[src/rtl/coreaxitoahbl_rd_byte_tracker.sv]
// Read-burst byte tracker for the AXI-to-AHB-Lite read path: takes one INCR read
// command, derives the burst byte total, then walks the beats with per-beat lane strobes.
module coreaxitoahbl_rd_byte_tracker #(
  parameter  int DATA_WIDTH = 64,
  parameter  int LEN_WIDTH  = 8,
  localparam int NBYTES     = DATA_WIDTH / 8,
  localparam int OFS_W      = $clog2(NBYTES),
  localparam int CNT_W      = OFS_W + LEN_WIDTH + 1
) (
  input  logic                 ACLK,
  input  logic                 ARESET,
  input  logic                 cmd_valid,
  output logic                 cmd_ready,
  input  logic [OFS_W-1:0]     cmd_addr,
  input  logic [LEN_WIDTH-1:0] cmd_len,
  input  logic [2:0]           cmd_size,
  output logic                 size_err,
  output logic [CNT_W-1:0]     total_bytes,
  input  logic                 beat_valid,
  output logic [NBYTES-1:0]    beat_strb,
  output logic [OFS_W:0]       beat_bytes,
  output logic                 beat_last,
  output logic [CNT_W-1:0]     byte_count,
  output logic                 done
);

  localparam int         OW1     = OFS_W + 1;
  localparam logic [2:0] MAX_ESZ = 3'(OFS_W);

  typedef enum logic {
    IDLE   = 1'b0,
    ACTIVE = 1'b1
  } state_t;

  state_t               state, state_next;
  logic [OFS_W-1:0]     ptr, ptr_next;
  logic [2:0]           esize, esize_next;
  logic [LEN_WIDTH-1:0] beats_left, beats_left_next;
  logic [CNT_W-1:0]     byte_count_next, total_next;
  logic                 size_err_next, done_next;

  // Command-side arithmetic: powers of two only, so every product is a shift.
  logic [2:0]       cmd_esize;
  logic [CNT_W-1:0] cmd_beat, cmd_lead, cmd_total;

  assign cmd_esize = (cmd_size > MAX_ESZ) ? MAX_ESZ : cmd_size;
  assign cmd_beat  = CNT_W'(1) << cmd_esize;
  assign cmd_lead  = cmd_beat - (CNT_W'(cmd_addr) & (cmd_beat - CNT_W'(1)));
  assign cmd_total = cmd_lead + (CNT_W'(cmd_len) << cmd_esize);

  // Beat geometry, one bit wider than the pointer so the window end can reach NBYTES.
  logic [OFS_W:0] beat_size, ptr_ext, aligned, beat_end, beat_span;

  assign beat_size = OW1'(1) << esize;
  assign ptr_ext   = {1'b0, ptr};
  assign aligned   = ptr_ext & ~(beat_size - OW1'(1));
  assign beat_end  = aligned + beat_size;
  assign beat_span = beat_end - ptr_ext;

  assign cmd_ready = (state == IDLE);

  // NOTE: sequential state uses non-blocking assignments only, so every register
  // samples the pre-edge values regardless of statement order.
  always_ff @(posedge ACLK) begin
    if (ARESET) begin
      state       <= IDLE;
      ptr         <= '0;
      esize       <= '0;
      beats_left  <= '0;
      byte_count  <= '0;
      total_bytes <= '0;
      size_err    <= 1'b0;
      done        <= 1'b0;
    end else begin
      state       <= state_next;
      ptr         <= ptr_next;
      esize       <= esize_next;
      beats_left  <= beats_left_next;
      byte_count  <= byte_count_next;
      total_bytes <= total_next;
      size_err    <= size_err_next;
      done        <= done_next;
    end
  end

  // NOTE: every variable gets a default at the top of the block so no path
  // leaves it unassigned, which would otherwise infer a latch.
  always_comb begin
    state_next      = state;
    ptr_next        = ptr;
    esize_next      = esize;
    beats_left_next = beats_left;
    byte_count_next = byte_count;
    total_next      = total_bytes;
    size_err_next   = size_err;
    done_next       = 1'b0;

    case (state)
      IDLE: begin
        if (cmd_valid) begin
          ptr_next        = cmd_addr;
          esize_next      = cmd_esize;
          beats_left_next = cmd_len;
          byte_count_next = '0;
          total_next      = cmd_total;
          size_err_next   = (cmd_size > MAX_ESZ);
          state_next      = ACTIVE;
        end
      end
      ACTIVE: begin
        if (beat_valid) begin
          byte_count_next = byte_count + CNT_W'(beat_span);
          // Dropping the top bit wraps the pointer to lane 0 at the bus boundary.
          ptr_next        = beat_end[OFS_W-1:0];
          if (beats_left == '0) begin
            state_next = IDLE;
            done_next  = 1'b1;
          end else begin
            beats_left_next = beats_left - LEN_WIDTH'(1);
          end
        end
      end
      default: state_next = IDLE;
    endcase
  end

  always_comb begin
    beat_strb  = '0;
    beat_bytes = '0;
    beat_last  = 1'b0;
    if (state == ACTIVE) begin
      beat_bytes = beat_span;
      beat_last  = (beats_left == '0);
      for (int i = 0; i < NBYTES; i++) begin
        beat_strb[i] = (OW1'(i) >= ptr_ext) && (OW1'(i) < beat_end);
      end
    end
  end

endmodule

[config.mk]
export PLATFORM = sky130hd
export DESIGN_NAME = coreaxitoahbl_rd_byte_tracker
export DESIGN_NICKNAME = d
export VERILOG_FILES = /design/src/rtl/coreaxitoahbl_rd_byte_tracker.sv
export SDC_FILE = /design/constraint.sdc
export NUM_CORES = 1
export LEC_CHECK = 0
export CAP_MARGIN = 30
export CORE_MARGIN = 10
export CORE_UTILIZATION = 65
export DETAILED_ROUTE_END_ITERATION = 7
export DONT_BUFFER_PORTS = 1
export GPL_TIMING_DRIVEN = 0
export PLACE_DENSITY = 0.81
export SYNTH_ARGS = -nofsm -noshare
export SYNTH_HDL_FRONTEND = slang
export SYNTH_SLANG_ARGS = --single-unit
[constraint.sdc]
create_clock -name ACLK -period 9.5 [get_ports ACLK]
set_clock_uncertainty 0.2 [all_clocks]
set_input_delay 1.425 -clock ACLK [delete_from_list [all_inputs] [get_ports ACLK]]
set_output_delay 1.425 -clock ACLK [all_outputs]
set_load 0.01 [all_outputs]
==> results of run 1 <==
[flip-flops by register name, summed over array words and instances, names as in the netlist]
name         cells
ptr              3
state            1
beats_left       8
size_err         1
total_bytes     12
byte_count      12
esize            3
done             1
[area by class of cell]
type	count	area, sq um	area share, %
multi-input cells	347	2330	65.6
inverters	33	124	3.48
clock buffers	5	68.8	1.94
well taps	70	87.6	2.46
flip-flops and latches	41	821	23.1
plain buffers	19	76.3	2.15
clock inverters	3	46.3	1.30
[metal layers]
| layer | global-route usage [%] | vias up | part of all wire (%) |
|---|---|---|---|
| met5 | 0 | - | 0 |
| met4 | 5.01 | 0 | 0.92 |
| met3 | 6.76 | 8 | 9.3 |
| met2 | 35.0 | 103 | 47 |
| met1 | 24.5 | 1519 | 43 |
| li1 | - | 1598 | - |
[cell usage in the layout, fill, tap and decap left out, types with 3 or more instances in the layout]
cell / count
nand2_1: 42
o21bai_1: 4
mux2_2: 5
a211o_1: 3
nor4_1: 7
clkbuf_8: 5
nor2b_1: 6
clkbuf_1: 13
nor3b_1: 3
or3_1: 8
xnor2_1: 8
o31ai_1: 4
a21o_1: 6
nor2_1: 52
nand3_1: 7
and2_1: 4
inv_1: 33
nor3_1: 14
o211ai_1: 3
or4_1: 3
mux2i_1: 11
a22oi_1: 6
a21oi_1: 31
a211oi_1: 11
fa_1: 4
a31oi_1: 4
dfxtp_1: 41
ha_1: 30
o21ai_0: 29
nand2b_1: 3
conb_1: 4
[tightest hold or removal path, cell delays in order (launching register included)]
cell and delay, ns:
dfxtp_1 0.34, a22oi_1 0.06, nor2_1 0.07
[stage by stage]
step | power (uW) | util (%) | std cells
6_report | 596 | 70.5 | 518
5_1_grt | 640 | 70.5 | 518
4_1_cts | 596 | 70.5 | 518
3_5_place_dp | 451 | 68.2 | 510
3_3_place_gp | 444 | 68.2 | 510
2_1_floorplan | 401 | - | 440
[kinds of logic after synthesis]
| family | count (synthesis) | synth area share (%) |
|---|---|---|
| AND/OR/NAND/NOR | 158 | 23.0 |
| AO/OA/AOI/OAI | 125 | 24.9 |
| buffers and inverters | 52 | 5.99 |
| flip-flops | 41 | 24.6 |
| adder cells (fa/ha/maj) | 34 | 13.6 |
| multiplexers | 17 | 5.43 |
| XOR/XNOR | 9 | 2.36 |
| other | 1 | 0.112 |
[power breakdown]
group	leakage, uW	internal (uW)	switching (uW)	total (uW)
logic	0.00108	98.0	144	242
clock network	0.0000543	78.7	67.0	146
registers	0.000336	188	19.9	208
[synthesized netlist by cell type, types with 2 or more instances]
master and number:
nand2_1 42, clkbuf_2 2, a31oi_1 4, a21oi_1 31
clkbuf_1 13, a32oi_1 2, nand2b_1 3, buf_1 2
a211o_1 3, o311ai_0 2, o21bai_1 4, nor2b_1 6
nor3_1 14, and2_1 4, a41oi_1 2, or4_1 3
o2bb2ai_1 2, nor2_1 52, a22oi_1 6, dfxtp_1 41
nor4_1 7, or3_1 8, buf_2 2, a221oi_1 2
nand3_1 7, o211a_1 2, inv_1 33, a211oi_1 11
or2_2 2, mux2i_1 11, o31ai_1 4, xnor2_1 8
nor3b_1 3, o21ai_0 29, mux2_2 5, ha_1 30
o211ai_1 3, a21o_1 6, fa_1 4
[path summary, 6_finish.rpt]
path                                    from                         end  slack, ns  cells past startpoint
setup / recovery       esize[0]$_SDFFE_PP0P_               beat_bytes[3]       4.39                     11
hold / removal    beats_left[7]$_SDFFE_PP0P_  beats_left[7]$_SDFFE_PP0P_       0.31                      2
hold reg to reg   beats_left[7]$_SDFFE_PP0P_  beats_left[7]$_SDFFE_PP0P_       0.31                      2
setup reg to reg       esize[0]$_SDFFE_PP0P_  byte_count[6]$_SDFFE_PP0P_       4.92                     15
==> run metrics, run 1 <==
status finished, final reports clean; Antenna Nets Post-Route 0; area grow syn2layout 6.40%; Leak roughly 0.0015 uW; DR WL/cell roughly 17 um; Antenna Cells 0; vias in the first global route between 3000 and 4000; nets 499; Final Cycle Share a little over half; Final Hold Viols 0; clock sinks 41; Avg Vias per Cell about 6.2; initial antenna violation count 0; Max VDD drop about 0.096 mV; gr ovfl total 0; pre-CTS setup slack 4.55 ns; root buf cell clkbuf_8; Max-Cap Viols 0; ranking of synthesized cells by area dfxtp_1 25%, ha_1 11%, nor2_1 5.8%, nand2_1 4.7%, a21oi_1 4.6%; initial core utilization about two thirds; CP required just under 8 ns; HPWL after DPL about 6800 um; drt total wl between 8000 and 9000 um; worst skew pair latency approximately 0.30 ns; htree depth 2; syn avg cell area 7.64 sq um; PortBufs 0; post-CTS setup buffer count 0; fin worst setup slack 4.39 ns; floorplan row count 26; via count roughly 3200; Worst EP arrival ~3.5 ns; critical-path maximum fanout 8; fill cell count 429; Clock Path Buffers 2; total CTS buffers 5; Post-synth EDFFs 0; Power Density about 170 nW/um^2; cell taking the most area after synthesis dfxtp_1; Initial DRC Count 224; Worst Setup Path Type reg -> out; Synth cell types 61; final instance area 3550 sq um; share of the synthesized area in the top cell type around a quarter; Synth Warn # 0; Slowest cell on crit path fa_1; Fmax about 200 MHz; CP delay by family, top adder cells; ys flop type dfxtp_1; Worst slew margin 52.8%; first-pass GRT wire length 14700 um; Hold WC Path Type reg -> reg; final hold slack 0.306 ns; Cells after Synth 437; Final Setup Violations 0; Post-CTS Hold Buffers 0; layout cell share with drive strength beyond 1 6.03%; RSZ-0062 raised after global routing false; largest net degree at the start of global routing 15; DIE AREA ~8400 sq um; post-cts sizing count 0; die height 91.7 um; Critical path buffers and inverters 2; final count of pins violating max slew 0; Placer Congestion 0.904; Period minus WS final roughly 5.1 ns; Async SR Flop Fraction 0%; Netlist Area Pre-Place roughly 3300 sq um; Clk pin slew, worst setup/hold paths 0.09 ns; setup TNS 0 ns; CTS tree built; max incr delay on CP 0.71 ns; core area between 5000 and 6000 sq um; Crit. End Element output pin; First-pass DRT Iterations 5; startpoint type of the worst setup path flop; cell chain of the critical path clkbuf_2 > nor3_4 > inv_1 > ha_1 > and2_1 > fa_1 > ha_1 > a21o_1 > a21oi_1 > xnor2_1 > and2_1; register area share after synthesis between 20% and 30%; Yosys reg bits slightly above 40; DRC 0; GRT Total Usage 20.6%; die width approximately 92 um; placed cell areas around 3400 sq um; measured slew at the worst slew-check pin 0.689 ns; num ports slightly below 60
(Power assumes the default switching activity.)
==> run 2: changes to the inputs <==
- CORE_UTILIZATION: 65 -> 58
- PLACE_DENSITY: 0.81 -> 0.76
- clock period: 9.5 -> 4.25 ns (I/O delays scaled with it)
==> run 2 against run 1 <==
Final cell count rose by 1.4%. Combinational power rose by 150%. Sequential share of layout area fell by 0.66 points. Total power rose by 140%. Register-to-register slack got worse by 4.8 ns. Count of clock-buffer cells in the layout did not move. Via count rose by 3.8%. Largest cell class unchanged. Hold slack got worse by 0.033 ns. Core utilization fell by 4.5 points. Highest routed layer unchanged. Sequential power rose by 120%.
==> run metrics, run 2 (synthesis gave the netlist of run 1 again) <==
Final Hold Viols 0 (unchanged); Final Cycle Share between 90% and 100%; Placer Congestion 0.850 (-6.0%); DIE AREA 9200 sq um (+9.4%); Worst Setup Path Type reg -> reg; startpoint type of the worst setup path flop; Initial DRC Count 239 (+6.7%); first-pass GRT wire length 15000 um (+1.9%); num ports 58 (unchanged); Period minus WS final slightly above 4 ns; Antenna Nets Post-Route 0 (unchanged); layout cell share with drive strength beyond 1 8.61% (+2.6 points); pre-CTS setup slack -0.359 ns (-4.91 ns); initial core utilization 60.3% (-6.0 points); total CTS buffers 5 (unchanged); total power 1450 uW (+140%); nets 504 (+1.0%); fin worst setup slack 0.0970 ns (-4.29 ns); CTS tree built; htree depth 2 (unchanged); die height 95.9 um (+4.6%); CP required 4.22 ns (-3.66 ns); area grow syn2layout 9.51%; DR WL/cell 17.9 um (+6.9%); GRT Total Usage 20.1% (-0.50 points); Clk pin slew, worst setup/hold paths 0.09 ns (about the same); status finished, final reports clean; cell chain of the critical path clkbuf_4 > nor3_4 > inv_2 > ha_1 > and2_4 > fa_2 > inv_1 > fa_2 > inv_1 > ha_1 > a21o_1 > a21o_1 > buf_4 > xnor2_1 > a2bb2oi_1 > nor2_1; Hold WC Path Type in -> reg; Worst EP arrival 4.12 ns (+0.64 ns); root buf cell clkbuf_8; Leak 0.00152 uW (+3.1%); First-pass DRT Iterations 6 (+1); floorplan row count 27 (+3.8%); Power Density 396 nW/um^2 (+140%); final instance area 3660 sq um (+2.9%); critical-path maximum fanout 8 (unchanged); measured slew at the worst slew-check pin 0.718 ns (+0.0292 ns); gr ovfl total 0 (unchanged); DRC 0 (unchanged); most common cell after layout, fill and taps aside nor2_1; fill cell count 503 (+17%); vias in the first global route 3052 (+0.53%); Max-Cap Viols 0 (unchanged); Slowest cell on crit path fa_2; final count of pins violating max slew 0 (unchanged); max incr delay on CP 0.62 ns (-0.09 ns); placed cell areas 3440 sq um (about the same); top flop regs byte_count (12), total_bytes (12), beats_left (8); largest net degree at the start of global routing 15 (unchanged); Antenna Cells 0 (unchanged); Fmax ~240 MHz; Max VDD drop 0.203 mV (+110%); Crit. End Element flop; Final Setup Violations 0 (unchanged); PortBufs 0 (unchanged); CP delay by family, top adder cells; Critical path buffers and inverters 5 (+3); Worst slew margin 50.8% (-2.0 points); Avg Vias per Cell 6.38 (+2.4%); clock sinks 41 (unchanged); die width 95.9 um (+4.6%); most frequent cells in the layout 52 x nor2_1, 42 x nand2_1, 41 x dfxtp_1; worst skew pair latency 0.30 ns (about the same); Clock Path Buffers 2 (unchanged); drt total wl 9410 um (+8.3%); initial antenna violation count 0 (unchanged); fin util 66.0% (-4.5 points); HPWL after DPL 7070 um (+3.5%); core area 5540 sq um (+9.9%); via count 3351 (+3.8%)
run 2: changes by cell type in the layout (fill, tap and decap cells not counted), moves of 2 or more:
cell	delta
buf_4	+5
and2_1	-2
and2_4	+2
fa_1	-2
fa_2	+2
run 2: where the power goes:
part	internal, uW	leakage (uW)	total, uW	switching, uW
clock network	237	0.0000687	388	152
logic	241	0.00111	594	352
registers	419	0.000336	467	47.8
total	897	0.00152	1450	552
run 2: per-stage QoR:
stage / hold slack, ns / instances / TNS (ns)
detailed placement: 0.297 / 512 / -2.06
global placement: 0.291 / 512 / -1.59
floorplan: 0.266 / 440 / 0
finish: 0.273 / 525 / 0
CTS: 0.275 / 522 / 0
global route: 0.284 / 525 / -0.108
run 2: cell type report:
type | instances | area, sq um | share of cell area [%]
multi-input cells | 347 | 2370 | 64.8
flip-flops and latches | 41 | 821 | 22.4
inverters | 33 | 124 | 3.39
well taps | 72 | 90.1 | 2.46
plain buffers | 19 | 78.8 | 2.15
clock buffers | 5 | 68.8 | 1.88
clock inverters | 3 | 68.8 | 1.88
repair buffers | 5 | 37.5 | 1.03
run 2: metal layers:
metal  vias to the layer above  wire (um)  GRT usage [%]
met1                      1571       3660           24.1
met2                       150       4640           33.3
met5                         -          0              0
met3                        22        925           6.46
li1                       1608          -              -
met4                         0        180           6.51
run 2: timing repair:
item,4_1_cts,5_1_grt
endpoints found under the setup margin,11,13
pin swaps,1,4
hold buffers,0,0
buffers inserted,2,3
resized for setup,3,8
cloned,0,0
run 2: path summary, 6_finish.rpt:
path | start | end | slack (ns) | cells past startpoint
worst max-delay path | esize[0]$_SDFFE_PP0P_ | byte_count[3]$_SDFFE_PP0P_ | 0.1 | 16
worst min-delay path | cmd_valid | state$_SDFF_PP0_ | 0.27 | 1
worst max register to register | esize[0]$_SDFFE_PP0P_ | byte_count[3]$_SDFFE_PP0P_ | 0.1 | 16
worst min register to register | beats_left[7]$_SDFFE_PP0P_ | beats_left[7]$_SDFFE_PP0P_ | 0.31 | 2
==> run 3: changes to the inputs <==
- CORE_UTILIZATION: 58 -> 50
- PLACE_DENSITY: 0.76 -> 0.68
- SKIP_LAST_GASP: unset -> 1
==> run 3 against run 2 <==
Critical path depth decreased by 4. Die area increased by 13%. Non-clock buffer count increased by 1. Largest cell class unchanged. Largest power group unchanged.
==> run metrics, run 3 (synthesis gave the netlist of run 1 again) <==
status finished, final reports clean; top flop regs byte_count (12), total_bytes (12), beats_left (8); Crit. End Element output pin; Power Density 383 nW/um^2 (-3.4%); area grow syn2layout 8.91%; measured slew at the worst slew-check pin 0.754 ns (+0.0365 ns); total CTS buffers 5 (unchanged); initial antenna violation count 0 (unchanged); Int Pwr 845 uW (-5.9%); htree depth 2 (unchanged); die height 102 um (+6.1%); startpoint type of the worst setup path flop; worst r2r path cells 15 (-1); vias in the first global route 3107 (+1.8%); DIE AREA 10400 sq um (+13%); Worst slew margin 48.3% (-2.5 points); Final Hold Viols 0 (unchanged); CP endpoint beat_bytes[3]; Max VDD drop 0.174 mV (-14%); Final Cycle Share 96.6% (-1.1 points); first-pass GRT wire length 15200 um (+1.5%); First-pass DRT Iterations 5 (-1); GRT busiest layer met2; Placer Congestion 0.896 (+5.4%); Leak 0.00151 uW (-0.58%); most common cell after layout, fill and taps aside nor2_1; critical-path maximum fanout 8 (unchanged); Worst Setup Path Type reg -> out; Fmax 244 MHz (+1.1%); GR met1 Demand/Resource 23.0% (-1.1 points); DRC 0 (unchanged); Clock Path Buffers 2 (unchanged); Period minus WS final 4.11 ns (-0.0467 ns); R2R Path Start esize[0]$_SDFFE_PP0P_; die width 102 um (+6.1%); PortBufs 0 (unchanged); core area 6420 sq um (+16%); nets 505 (+0.20%); CTS tree built; layout cell share with drive strength beyond 1 9.03% (+0.42 points); floorplan row count 29 (+7.4%); clock power share 23.8% (-3.0 points); final instance area 3640 sq um (-0.55%); worst reg2reg path endpoint byte_count[9]$_SDFFE_PP0P_; gr ovfl total 0 (unchanged); most frequent cells in the layout 52 x nor2_1, 42 x nand2_1, 39 x dfxtp_1; CP required 3.41 ns (-0.81 ns); Antenna Cells 0 (unchanged); reg2reg setup slack 0.19 ns (+0.09 ns); Initial DRC Count 153 (-36%); M2 GR Usage 28.4% (-4.9 points); worst skew pair latency 0.31 ns (about the same); Gate power share 42.8% (+1.8 points); Hold WC Path Type in -> reg; Worst EP arrival 3.27 ns (-0.85 ns); DP Cell Count 517 (+0.98%); Avg Vias per Cell 6.09 (-4.6%); Final Setup Violations 0 (unchanged); placed cell areas 3450 sq um (+0.18%); drt total wl 9340 um (-0.80%); Clk pin slew, worst setup/hold paths 0.09 ns (about the same); GRT Total Usage 18.0% (-2.1 points); global routing usage on met3 5.85% (-0.60 points); root buf cell clkbuf_8; via count 3235 (-3.5%); final count of pins violating max slew 0 (unchanged); Max-Cap Viols 0 (unchanged); DR WL/cell 17.6 um (-1.9%); sequential share of power 33.4% (+1.2 points); Sw Pwr 547 uW (-0.83%); largest net degree at the start of global routing 15 (unchanged); num ports 58 (unchanged); Antenna Nets Post-Route 0 (unchanged); HPWL after DPL 7280 um (+2.9%); Sw Share 39.3% (+1.2 points); clock sinks 41 (unchanged); Non-Filler Instances 531 (+1.1%); critical path launch point esize[0]$_SDFFE_PP0P_; initial core utilization 52.0% (-8.3 points)
run 3: worst max-delay path, stage by stage, from the launching register on:
cell and delay, ns:
dfxtp_1 0.32, buf_4 0.16, and2_2 0.19, inv_1 0.05
ha_1 0.28, and2_1 0.19, fa_2 0.65, buf_4 0.14
ha_1 0.21, a21o_1 0.17, a21oi_1 0.16, xnor2_1 0.21
and2_1 0.24
run 3: worst min path at each step:
stage,from,end,slack [ns],depth (start not counted)
2_1_floorplan,beats_left[7]$_SDFFE_PP0P_,beats_left[7]$_SDFFE_PP0P_,0.27,2
3_3_place_gp,beats_left[7]$_SDFFE_PP0P_,beats_left[7]$_SDFFE_PP0P_,0.29,2
3_5_place_dp,beats_left[7]$_SDFFE_PP0P_,beats_left[7]$_SDFFE_PP0P_,0.28,2
4_1_cts,cmd_valid,state$_SDFF_PP0_,0.26,1
5_1_grt,cmd_valid,state$_SDFF_PP0_,0.26,1
6_report,cmd_valid,state$_SDFF_PP0_,0.26,1
run 3: layout make-up:
type                       count  area [sq um]
inverter                      33           124
fill                         615          2780
clock inverter                 3          43.8
tap                           77          96.3
sequential                    41           823
timing repair buffer           6          45.0
buffer                        19          78.8
clock buffer                   5          68.8
multi-input combinational    347          2360
run 3: repair_timing:
action / 4_1_cts / 5_1_grt
pin swaps: 2 / 5
hold buffers: 0 / 0
buffers inserted: 1 / 5
endpoints found under the setup margin: 13 / 10
resized for setup: 3 / 9
run 3: metal layers:
layer / vias up / wire [um]
li1: 1604 / -
met2: 97 / 4210
met1: 1524 / 4120
met5: - / 0
met4: 0 / 101
met3: 10 / 903
run 3: power by group through the flow:
stage / Sequential [uW] / Combinational [uW] / Clock (uW)
6_report: 465 / 596 / 331
5_1_grt: 471 / 670 / 357
3_5_place_dp: 475 / 545 / 0
2_1_floorplan: 462 / 435 / 0
4_1_cts: 466 / 558 / 339
3_3_place_gp: 474 / 529 / 0
run 3: metrics by stage:
step	setup slack, ns	hold slack, ns	power, uW	util, %	setup TNS (ns)
after global placement	-0.343	0.285	1000	53.7	-1.93
after floorplan	0.198	0.266	897	-	0
after detailed placement	-0.373	0.284	1020	53.7	-2.42
final	0.144	0.263	1390	56.7	0
after global routing	-0.0366	0.262	1500	56.7	-0.0653
after CTS	0.0207	0.260	1360	55.8	0
